[config.mk]
export PLATFORM = sky130hd
export DESIGN_NAME = avago28_nxsync_filt
export DESIGN_NICKNAME = d
export VERILOG_FILES = /design/src/rtl/avago28_cdc_pkg.sv /design/src/rtl/avago28_sync_chain.sv /design/src/rtl/avago28_nxsync_filt.sv
export SDC_FILE = /design/constraint.sdc
export NUM_CORES = 1
export LEC_CHECK = 0
export BUFFER_PORTS_ARGS = -buffer_cell sky130_fd_sc_hd__buf_4
export CAP_MARGIN = 20
export CORE_MARGIN = 3
export CORE_UTILIZATION = 40
export DETAILED_ROUTE_END_ITERATION = 7
export HOLD_SLACK_MARGIN = 0.03
export PLACE_DENSITY = 0.63
export SYNTH_ARGS = -nofsm -noshare
export SYNTH_HDL_FRONTEND = slang
export SYNTH_SLANG_ARGS = --single-unit
[constraint.sdc]
create_clock -name dstclk -period 1.7 [get_ports dstclk]
set_clock_uncertainty 0.05 [all_clocks]
set_input_delay 0.085 -clock dstclk [delete_from_list [all_inputs] [get_ports dstclk]]
set_output_delay 0.085 -clock dstclk [all_outputs]
set_load 0.05 [all_outputs]
[src/rtl/avago28_cdc_pkg.sv]
`default_nettype none
// ============================================================================
//  Module   : avago28_cdc_pkg
//  Purpose  : Shared constants and helpers for the avago28 CDC synchroniser
//             family (legal stage range, filter limit, counter width helper).
//  Ports    : none (package)
//  Revision : 1.0 - initial release
// ============================================================================
package avago28_cdc_pkg;

  localparam int SYNC_STAGES_MIN   = 2;
  localparam int SYNC_STAGES_MAX   = 4;
  localparam int FILTER_CYCLES_MAX = 255;

  // Width needed to hold values 0..max_count, never less than one bit
  // (equivalent to max(1, clog2(max_count+1))).
  function automatic int cnt_width(input int max_count);
    int w;
    w = 1;
    for (int i = 1; i < 31; i++) begin
      if ((1 << i) <= max_count) begin
        w = i + 1;
      end
    end
    return w;
  endfunction

endpackage : avago28_cdc_pkg
`default_nettype wire

[src/rtl/avago28_sync_chain.sv]
`default_nettype none
// ============================================================================
//  Module   : avago28_sync_chain
//  Purpose  : Plain resettable flop chain used as the metastability
//             synchroniser. Nothing but flops lives here so that sync-cell
//             attributes / dont_touch can be applied to this module alone,
//             and a library reset-capable sync cell can be swapped in here.
//  Ports    : clk    - destination clock
//             rst_n  - asynchronous active-low reset
//             i_d    - asynchronous input bits (WIDTH)
//             o_q    - synchronised output, last stage of the chain (WIDTH)
//  Revision : 1.0 - initial release
// ============================================================================
module avago28_sync_chain
  import avago28_cdc_pkg::*;
#(
  parameter int               WIDTH     = 1,
  parameter int               STAGES    = 3,
  parameter logic [WIDTH-1:0] RESET_VAL = '0
) (
  input  logic             clk,
  input  logic             rst_n,
  input  logic [WIDTH-1:0] i_d,
  output logic [WIDTH-1:0] o_q
);

  if (STAGES < SYNC_STAGES_MIN || STAGES > SYNC_STAGES_MAX) begin : g_bad_stages
    $error("avago28_sync_chain: STAGES out of legal range");
  end

  // Stage 0 is the capture flop; stage STAGES-1 feeds the consumer.
  logic [STAGES-1:0][WIDTH-1:0] r_stage;

  always_ff @(posedge clk or negedge rst_n) begin
    if (!rst_n) begin
      r_stage <= {STAGES{RESET_VAL}};
    end else begin
      r_stage <= {r_stage[STAGES-2:0], i_d};
    end
  end

  assign o_q = r_stage[STAGES-1];

endmodule : avago28_sync_chain
`default_nettype wire

[src/rtl/avago28_nxsync_filt.sv]
`default_nettype none
// ============================================================================
//  Module   : avago28_nxsync_filt
//  Purpose  : Multi-channel synchroniser for quasi-static bits entering the
//             dstclk domain, with a per-channel stability filter and
//             registered rise/fall pulses.
//  Ports    : dstclk     - destination clock
//             dstrst_n   - asynchronous active-low reset
//             data_in    - asynchronous inputs, one independent bit/channel
//             data_out   - synchronised, filtered level
//             rise_pulse - one-cycle pulse when data_out goes 0->1
//             fall_pulse - one-cycle pulse when data_out goes 1->0
//  Revision : 1.0 - initial release
// ============================================================================
module avago28_nxsync_filt
  import avago28_cdc_pkg::*;
#(
  parameter int                NUM_CH        = 4,
  parameter int                SYNC_STAGES   = 3,
  parameter int                FILTER_CYCLES = 0,
  parameter logic [NUM_CH-1:0] RESET_VAL     = {NUM_CH{1'b0}}
) (
  input  logic              dstclk,
  input  logic              dstrst_n,
  input  logic [NUM_CH-1:0] data_in,
  output logic [NUM_CH-1:0] data_out,
  output logic [NUM_CH-1:0] rise_pulse,
  output logic [NUM_CH-1:0] fall_pulse
);

  if (NUM_CH < 1) begin : g_bad_num_ch
    $error("avago28_nxsync_filt: NUM_CH must be at least 1");
  end
  if (SYNC_STAGES < SYNC_STAGES_MIN || SYNC_STAGES > SYNC_STAGES_MAX) begin : g_bad_stages
    $error("avago28_nxsync_filt: SYNC_STAGES must be 2..4");
  end
  if (FILTER_CYCLES < 0 || FILTER_CYCLES > FILTER_CYCLES_MAX) begin : g_bad_filter
    $error("avago28_nxsync_filt: FILTER_CYCLES must be 0..255");
  end

  localparam int                c_cnt_w   = cnt_width(FILTER_CYCLES);
  localparam logic [c_cnt_w-1:0] c_cnt_max = c_cnt_w'(FILTER_CYCLES);

  logic [NUM_CH-1:0] w_sync_q;

  avago28_sync_chain #(
    .WIDTH     (NUM_CH),
    .STAGES    (SYNC_STAGES),
    .RESET_VAL (RESET_VAL)
  ) u_sync_chain (
    .clk   (dstclk),
    .rst_n (dstrst_n),
    .i_d   (data_in),
    .o_q   (w_sync_q)
  );

  for (genvar ch = 0; ch < NUM_CH; ch++) begin : g_ch
    logic               r_out;
    logic               r_rise;
    logic               r_fall;
    logic [c_cnt_w-1:0] r_cnt;
    logic               w_diff;
    logic               w_take;

    // The count tracks how many consecutive edges the synchronised value
    // has already disagreed with data_out. The change is accepted on the
    // edge where it has disagreed FILTER_CYCLES times before, i.e. on the
    // (FILTER_CYCLES+1)-th consecutive disagreement. Because the counter
    // clears on acceptance or agreement it tops out at FILTER_CYCLES.
    assign w_diff = w_sync_q[ch] ^ r_out;
    assign w_take = w_diff && (r_cnt == c_cnt_max);

    always_ff @(posedge dstclk or negedge dstrst_n) begin
      if (!dstrst_n) begin
        r_out  <= RESET_VAL[ch];
        r_cnt  <= '0;
        r_rise <= 1'b0;
        r_fall <= 1'b0;
      end else begin
        // Pulses are registered alongside the data_out update so they are
        // aligned with the new level and last exactly one cycle.
        r_rise <= w_take &  w_sync_q[ch];
        r_fall <= w_take & ~w_sync_q[ch];
        if (!w_diff) begin
          r_cnt <= '0;
        end else if (w_take) begin
          r_out <= w_sync_q[ch];
          r_cnt <= '0;
        end else begin
          r_cnt <= r_cnt + c_cnt_w'(1);
        end
      end
    end

    assign data_out[ch]   = r_out;
    assign rise_pulse[ch] = r_rise;
    assign fall_pulse[ch] = r_fall;
  end : g_ch

endmodule : avago28_nxsync_filt
`default_nettype wire

==> results.json, run 1 <==
{
  "arrival_ns": 0.95,
  "critPathLaunchType": "register",
  "hpwl_um": 683.5,
  "syn_avg_cell_area_um2": 17.26,
  "gr-usage-met1_pct": 9.007,
  "core_um2": 2062,
  "cts_resized": 0,
  "pwr-share-clk_pct": 25.5,
  "die_width_um": 53.82,
  "htree_levels": 1,
  "crit_slowest_cell": "dfrtp_1",
  "required_ns": 1.56,
  "p_sw_share_pct": 24.50,
  "cts_setup_buffers": 0,
  "clockBufferDepth": 2,
  "synth_cell_types": 5,
  "drtAntennaViolNets": 0,
  "finalHoldViolCount": 0,
  "synth_top_cell_area_share_pct": 76.61,
  "overflow": 0,
  "die_area_um2": 2897,
  "synth-compound-area-share_pct": 0,
  "internal_power_w": 0.0008948,
  "grt_pass1_vias": 404,
  "fin_tns_setup_ns": 0,
  "first_pass_iters": 2,
  "path_cells": "buf_4",
  "area_growth_syn_to_layout_pct": 18.47,
  "clk_pin_slew_ns": 0.13,
  "cts-buffers-inserted": 3,
  "drt_wl_total_um": 999,
  "p_sw_w": 0.0002904,
  "p_per_area_nw_per_um2": 1094,
  "drive_above_1_share_pct": 35.71,
  "critPathMaxStageDelay_ns": 0.44,
  "grt_pass1_wl_um": 1635,
  "row_count": 16,
  "initial_core_util_pct": 44.36,
  "min_period_over_period_pct": 63.96,
  "viasPerCell": 4.247,
  "synth_area_leaders": "dfrtp_1 77%, buf_4 9.8%, mux2_4 6.6%",
  "gp_congestion": 0.6818,
  "min_path_type": "in -> async",
  "end_kind": "output pin",
  "finalSetupViolCount": 0,
  "status": "complete, no violations",
  "nets": 77,
  "max_cap_viol_count": 0,
  "synthMuxAreaShare_pct": 6.566,
  "wire_per_inst_um": 10.30,
  "gr-usage-all-layers_pct": 8.492,
  "max_freq_mhz": 919.6,
  "grt_start_max_net_pins": 29,
  "clkSinkCount": 28,
  "cts_tree": "done",
  "die-height_um": 53.82,
  "root_buffer": "clkbuf_4",
  "holdBufCountCts": 5,
  "globalRouteMet3Util_pct": 2.493,
  "num_antenna_cells": 0,
  "leakage_nw": 0.5245,
  "rsz0062_at_grt": "false",
  "synthSimpleGateAreaFrac_pct": 6.566,
  "synth_top_cell_by_area": "dfrtp_1",
  "first_iter_violations": 1,
  "gr-usage-met2_pct": 14.11,
  "critPathKind": "reg -> out",
  "port_buffers": 17,
  "irDropWorstVdd_v": 0.0005428,
  "synth_warnings": 0,
  "cp.buffers_inverters": 1,
  "min_period_ns": 1.087,
  "cpLargestDelayFamily": "flip-flops",
  "synth_top_family_by_area": "buffers and inverters",
  "synth-adder-area-share_pct": 0,
  "ys_ff_latch": 28,
  "synth_xor_xnor_area_share_pct": 0,
  "synth_area_um2": 914.6,
  "place_inst": 88,
  "synthCells": 53,
  "p_seq_share_pct": 61.3,
  "ios": 18,
  "cp_max_fo": 4,
  "busiest_layer": "met2",
  "antenna_found_initial": 0,
  "drv_slew": 0,
  "num-fill-cells": 169,
  "drc": 0,
  "dr_total_vias": 412,
  "finalNonFillerCells": 97,
  "combPwrFrac_pct": 13.2,
  "synth_seq_area_share_pct": 76.61,
  "insertion_delay_ns": 0.31
}
-- synthesized netlist by cell type --
cell / n
dfrtp_1: 28
mux2_4: 4
conb_1: 1
nor3b_1: 8
buf_4: 12
-- logic make-up after synthesis --
kind of cell | count (synthesis)
buffers and inverters | 12
DFF | 28
muxes | 4
other | 1
and+or+nand+nor | 8
-- power by group through the flow --
stage                     combinational, W  sequential, W  clock, W
after floorplan                   0.000124       0.000734         0
after global placement            0.000148       0.000736         0
after detailed placement          0.000149       0.000740         0
after CTS                         0.000158       0.000727  0.000318
after global routing              0.000166       0.000733  0.000345
final                             0.000156       0.000726  0.000303
-- layout make-up --
cell class                 count  area, µm²  area share, %
sequential                    28      700.7          64.67
multi-input combinational     16      135.1          12.47
tap                           27      33.78          3.118
clock buffer                   4      36.28          3.349
timing repair buffer          22      177.7          16.40
-- flip-flops by register name, summed over array words and instances (netlist names) --
name and flops:
u_sync_chain.r_stage 8, g_ch.r_fall 4, g_ch.r_out 4, g_ch.r_rise 4
g_ch.r_cnt 4, u_sync_chain.o_q 4
-- path summary, 6_finish.rpt --
check,startpoint,end,slack (ns),cells after the start
setup / recovery,g_ch[1].r_out$_DFFE_PN0P_,data_out[1],0.61,1
hold / removal,dstrst_n,u_sync_chain.r_stage[1]$_DFF_PN0_,0.14,2
setup reg to reg,g_ch[3].r_cnt$_DFF_PN0_,g_ch[3].r_out$_DFFE_PN0P_,0.81,1
hold reg to reg,u_sync_chain.r_stage[6]$_DFF_PN0_,u_sync_chain.o_q[2]$_DFF_PN0_,0.31,0
max in group asynchronous,dstrst_n,g_ch[2].r_fall$_DFF_PN0_,1.21,2
min in group dstclk,u_sync_chain.r_stage[6]$_DFF_PN0_,u_sync_chain.o_q[2]$_DFF_PN0_,0.31,0
-- layout by cell type, fill, tap and decap left out --
| cell | netlist | final |
|---|---|---|
| mux2_4 | 4 | 4 |
| conb_1 | 1 | 4 |
| clkbuf_4 | 0 | 3 |
| dfrtp_1 | 28 | 28 |
| dlygate4sd3_1 | 0 | 5 |
| nor3b_1 | 8 | 8 |
| clkbuf_8 | 0 | 1 |
| buf_4 | 12 | 17 |
-- stage by stage --
step / total power [W] / worst slack, ns / util [%] / hold WS [ns] / cell area, µm²
finish: 0.001185 / 0.6126 / 52.55 / 0.1427 / 1084
global route: 0.001243 / 0.5539 / 52.55 / 0.1598 / 1084
CTS: 0.001204 / 0.5939 / 52.55 / 0.1354 / 1084
global placement: 0.0008846 / 0.8515 / 48.36 / -0.03917 / 997.2
detailed placement: 0.0008893 / 0.8262 / 48.36 / -0.03584 / 997.2
floorplan: 0.0008584 / 0.8574 / - / -0.2606 / 925.9
-- layer usage --
metal / vias up / share of wire [%]
li1: 188 / -
met1: 207 / 39
met2: 15 / 52
met3: 2 / 6.9
met4: 0 / 2.1
met5: - / 0
Power figures use the tool's default switching activity.
==> inputs of run 2 (changes only) <==
- PLACE_DENSITY: 0.63 -> 0.65
- clock period: 1.7 -> 1 ns (I/O delays scaled with it)
==> run 2 against run 1 <==
Against the previous run: power is 66% higher; core utilization up 3.0 points; hold slack got worse by 0.020 ns; cell area up 5.7%; highest routed layer is now met3.
==> results.json, run 2 (synthesis results as in run 1) <==
{
  "status": "complete, no violations",
  "place_ws_ns": 0.1242,
  "p_per_area_nw_per_um2": 1718,
  "wire_per_inst_um": 10.28,
  "end_kind": "output pin",
  "min_period_ns": 0.9893,
  "cts-buffers-inserted": 3,
  "dr_total_vias": 425,
  "cts_tree": "done",
  "ios": 18,
  "grt_pass1_wl_um": 1697,
  "drtAntennaViolNets": 0,
  "min_path_type": "in -> async",
  "leakage_nw": 0.5482,
  "clkSinkCount": 28,
  "place_area_um2": 997.2,
  "die_area_um2": 2897,
  "seq_area_um2": 700.7,
  "min_period_over_period_pct": 98.93,
  "finalSetupViolCount": 0,
  "reg2reg_depth": 2,
  "critPathLaunchType": "register",
  "largest_reg_flops": 8,
  "required_ns": 0.90,
  "clk_pin_slew_ns": 0.13,
  "gr-usage-all-layers_pct": 8.595,
  "insertion_delay_ns": 0.30,
  "max_freq_mhz": 1011,
  "r2r_start": "g_ch[2].r_out$_DFFE_PN0P_",
  "num-fill-cells": 171,
  "max_cap_viol_count": 0,
  "finalHoldViolCount": 0,
  "num_antenna_cells": 0,
  "gr-usage-met1_pct": 10.42,
  "viasPerCell": 4.250,
  "area_growth_syn_to_layout_pct": 25.17,
  "drc": 0,
  "final_cell_mix": "28 x dfrtp_1, 12 x buf_6, 9 x buf_4, 8 x nor3b_1, 5 x dlygate4sd3_1",
  "layout_commonest_cell": "dfrtp_1",
  "cp.buffers_inverters": 1,
  "multi_input_area_um2": 135.1,
  "top_register": "u_sync_chain.r_stage",
  "crit_slowest_cell": "dfrtp_1",
  "path_cells": "buf_6",
  "irDropWorstVdd_v": 0.001105,
  "final_cell_area_um2": 1145,
  "rsz0062_at_grt": "true",
  "first_iter_violations": 3,
  "arrival_ns": 0.89,
  "clockBufferDepth": 2,
  "utilization_pct": 55.52,
  "htree_levels": 1,
  "gr-usage-met2_pct": 12.90,
  "finalNonFillerCells": 100,
  "antenna_found_initial": 0,
  "nets": 81,
  "endpoint": "data_out[2]",
  "critPathMaxStageDelay_ns": 0.42,
  "port_buffers": 17,
  "cpLargestDelayFamily": "flip-flops",
  "place_inst": 88,
  "drive_above_1_share_pct": 38.36,
  "globalRouteMet3Util_pct": 3.324,
  "grt_pass1_vias": 394,
  "row_count": 16,
  "core_um2": 2062,
  "gp_congestion": 0.6012,
  "worst-path-stages": 1,
  "drt_wl_total_um": 1028,
  "initial_core_util_pct": 44.36,
  "startpoint": "g_ch[2].r_out$_DFFE_PN0P_",
  "die_width_um": 53.82,
  "root_buffer": "clkbuf_4",
  "overflow": 0,
  "timing.final.ws_setup_ns": 0.01068,
  "die-height_um": 53.82,
  "first_pass_iters": 2,
  "grt_start_max_net_pins": 29,
  "drv_slew": 0,
  "regToRegEndpoint": "g_ch[2].r_out$_DFFE_PN0P_",
  "critPathKind": "reg -> out",
  "worst-r2r-setup-slack_ns": 0.03,
  "busiest_layer": "met2",
  "cp_max_fo": 2
}
## run 2: cell types whose count changed in the layout (fill, tap and decap cells not counted), sizes merged
cell	previous run	this run
clkbuf	4	3
buf	17	21
## run 2: metrics by stage
stage               hold slack (ns)  power (W)  setup TNS [ns]
global route                 0.1466   0.002059        -0.09751
global placement           -0.07364   0.001504               0
detailed placement         -0.07045   0.001512               0
CTS                          0.1186   0.001980       -0.005392
finish                       0.1228   0.001966               0
floorplan                   -0.2956   0.001459               0
## run 2: where the power goes
part           switching (W)  total, W  internal (W)
clock network       0.000273  0.000414      0.000140
logic               0.000177  0.000318      0.000142
registers          0.0000374   0.00123       0.00120
## run 2: worst min-delay path by stage
stage | start | end | slack (ns) | cells after the start
finish | dstrst_n | g_ch[1].r_fall$_DFF_PN0_ | 0.12 | 2
CTS | dstrst_n | g_ch[1].r_fall$_DFF_PN0_ | 0.12 | 2
detailed placement | dstrst_n | g_ch[3].r_rise$_DFF_PN0_ | -0.07 | 1
global route | dstrst_n | g_ch[1].r_fall$_DFF_PN0_ | 0.15 | 2
global placement | dstrst_n | g_ch[3].r_rise$_DFF_PN0_ | -0.07 | 1
floorplan | dstrst_n | g_ch[0].r_cnt$_DFF_PN0_ | -0.30 | 0
## run 2: timing repair
item | 4_1_cts | 5_1_grt
cloned | 0 | 0
gates resized for setup | 4 | 8
endpoints found under the hold margin | 32 | 0
endpoints found under the setup margin | 4 | 12
hold buffers | 5 | 0
buffers inserted | 4 | 0
## run 2: final cells by class
type / count / share of cell area [%]
Sequential cell: 28 / 61.20
Timing Repair Buffer: 26 / 22.08
Multi-Input combinational cell: 16 / 11.80
Tap cell: 27 / 2.951
Clock buffer: 3 / 1.967
## run 2: routing by layer
layer,up-vias,share of wire (%)
met2,12,50
met5,-,0
met3,0,6.5
met1,215,43
met4,0,0
li1,198,-
==> inputs of run 3 (changes only) <==
- ABC_AREA: not set -> 1
==> run 3 against run 2 <==
Against the previous run: register-to-register slack improved by 0.09 ns; final cell count up 17%; die area unchanged; critical endpoint is now data_out[1]; via count increased by 15%.
==> results.json, run 3 <==
{
  "place_inst": 104,
  "gr-usage-all-layers_pct": 9.479,
  "root_buffer": "clkbuf_4",
  "layout_commonest_cell": "dfrtp_1",
  "die_width_um": 53.82,
  "finalNonFillerCells": 117,
  "core_um2": 2062,
  "synth_xor_xnor_area_share_pct": 0,
  "hpwl_um": 671.6,
  "irDropWorstVdd_v": 0.001230,
  "die-height_um": 53.82,
  "endpoint": "data_out[1]",
  "synth_area_um2": 914.6,
  "max_freq_mhz": 1008,
  "drtAntennaViolNets": 0,
  "crit_slowest_cell": "dfrtp_1",
  "cts-buffers-inserted": 3,
  "leakage_nw": 0.6202,
  "finalSetupViolCount": 0,
  "drive_above_1_share_pct": 27.78,
  "insertion_delay_ns": 0.31,
  "r2r_start": "g_ch[1].r_out$_DFFE_PN0P_",
  "synth-adder-area-share_pct": 0,
  "synthCells": 69,
  "regToRegEndpoint": "g_ch[1].r_out$_DFFE_PN0P_",
  "gp_congestion": 0.6577,
  "num_antenna_cells": 0,
  "synth_area_leaders": "dfrtp_1 77%, buf_4 9.8%, inv_1 4.9%",
  "initial_core_util_pct": 44.36,
  "grt_start_max_net_pins": 29,
  "port_buffers": 17,
  "critPathKind": "reg -> out",
  "cpLargestDelayFamily": "flip-flops",
  "critPathLaunchType": "register",
  "worst-path-stages": 1,
  "synth_top_family_by_area": "buffers and inverters",
  "synth.most_common_cell": "dfrtp_1",
  "startpoint": "g_ch[1].r_out$_DFFE_PN0P_",
  "critPathMaxStageDelay_ns": 0.42,
  "synth_edf_count": 0,
  "grt_pass1_vias": 457,
  "ys_ff_latch": 28,
  "status": "complete, no violations",
  "cp.buffers_inverters": 1,
  "synth_top_cell_by_area": "dfrtp_1",
  "die_area_um2": 2897,
  "synth_seq_area_share_pct": 76.61,
  "finalHoldViolCount": 0,
  "utilization_pct": 56.19,
  "ys_top_cells_by_count": "28 x dfrtp_1, 12 x buf_4, 12 x inv_1",
  "synth_cell_types": 8,
  "clkSinkCount": 28,
  "min_period_ns": 0.9923,
  "clk_pin_slew_ns": 0.13,
  "final_cell_mix": "28 x dfrtp_1, 12 x inv_1, 12 x buf_6, 9 x buf_4, 5 x dlygate4sd3_1",
  "drv_slew": 0,
  "synth_top_cell_area_share_pct": 76.61,
  "grt_pass1_wl_um": 1835,
  "min_period_over_period_pct": 99.23,
  "viasPerCell": 4.188,
  "rsz0062_at_grt": "true",
  "synthMuxAreaShare_pct": 0,
  "row_count": 16,
  "htree_levels": 1,
  "worst-r2r-setup-slack_ns": 0.12,
  "top_register": "u_sync_chain.r_stage",
  "end_kind": "output pin",
  "path_cells": "buf_6",
  "drt_wl_total_um": 1081,
  "cp_max_fo": 2,
  "synth-compound-area-share_pct": 2.189,
  "ios": 18,
  "cts_tree": "done",
  "overflow": 0,
  "clockBufferDepth": 2,
  "max_cap_viol_count": 0,
  "area_growth_syn_to_layout_pct": 26.68,
  "arrival_ns": 0.89,
  "reg2reg_depth": 4,
  "p_per_area_nw_per_um2": 1965,
  "syn_avg_cell_area_um2": 13.26,
  "min_path_type": "in -> async",
  "whs_ns": 0.1156,
  "nets": 97,
  "wire_per_inst_um": 9.239,
  "largest_reg_flops": 8,
  "synthSimpleGateAreaFrac_pct": 6.019,
  "drc": 0,
  "async_flop_share_pct": 100.0,
  "synthFlopType": "dfrtp_1",
  "synth_warnings": 0,
  "first_pass_iters": 4,
  "antenna_found_initial": 0,
  "dr_total_vias": 490,
  "required_ns": 0.90,
  "first_iter_violations": 6
}
run 3: layer usage:
| metal | up-vias | wire, µm | track usage (%) |
|---|---|---|---|
| li1 | 236 | - | - |
| met1 | 235 | 442 | 11.50 |
| met3 | 4 | 68 | 2.493 |
| met4 | 0 | 36 | 8.936 |
| met5 | - | 0 | 0 |
| met2 | 15 | 533 | 13.51 |
run 3: kinds of logic (layout without fill, tap and decap cells):
| kind of cell | count (synthesis) | after routing |
|---|---|---|
| DFF | 28 | 28 |
| other | 1 | 4 |
| AOI/OAI and AO/OA | 4 | 4 |
| buffers and inverters | 24 | 42 |
| and+or+nand+nor | 12 | 12 |
run 3: cell type report:
| cell class | count | area [µm²] |
|---|---|---|
| Clock buffer | 4 | 36.28 |
| Fill cell | 182 | 903.4 |
| Inverter | 12 | 45.04 |
| Multi-Input combinational cell | 20 | 90.09 |
| Sequential cell | 28 | 700.7 |
| Tap cell | 27 | 33.78 |
| Timing Repair Buffer | 26 | 252.7 |
run 3: through the flow:
step,total power [W],TNS (ns),worst slack [ns],area [µm²]
floorplan,0.001620,0,0.2658,925.9
detailed placement,0.001684,0,0.2150,997.2
global route,0.002390,-0.1572,-0.03343,1159
finish,0.002277,0,0.007700,1159
CTS,0.002277,-0.01747,-0.01368,1129
global placement,0.001671,0,0.2261,997.2
run 3: worst reg2reg max path, stage by stage (launching register included):
cell	delay, ns
dfrtp_1	0.42
buf_4	0.14
inv_1	0.06
nand3_1	0.09
nand2_1	0.08
run 3: how the worst min path moves through the flow:
stage               startpoint                         to  slack, ns  cells after the start
global route          dstrst_n   g_ch[3].r_rise$_DFF_PN0_       0.12                      2
floorplan             dstrst_n    g_ch[0].r_cnt$_DFF_PN0_      -0.30                      0
global placement      dstrst_n   g_ch[3].r_fall$_DFF_PN0_      -0.08                      1
CTS                   dstrst_n   g_ch[3].r_rise$_DFF_PN0_       0.11                      2
finish                dstrst_n  g_ch[3].r_out$_DFFE_PN0P_       0.12                      2
detailed placement    dstrst_n   g_ch[3].r_rise$_DFF_PN0_      -0.07                      1
run 3: repair_timing:
item | in CTS | in global routing
gates resized for setup | 6 | 6
hold buffers | 5 | 0
buffers inserted | 3 | 1
gates cloned | 0 | 0
setup endpoints to repair | 6 | 12
endpoints found under the hold margin | 32 | 0
run 3: power breakdown:
part,total [W],internal [W],switching [W]
Clock,0.000510,0.000222,0.000287
Combinational,0.000499,0.000192,0.000306
Sequential,0.00127,0.00122,0.0000490
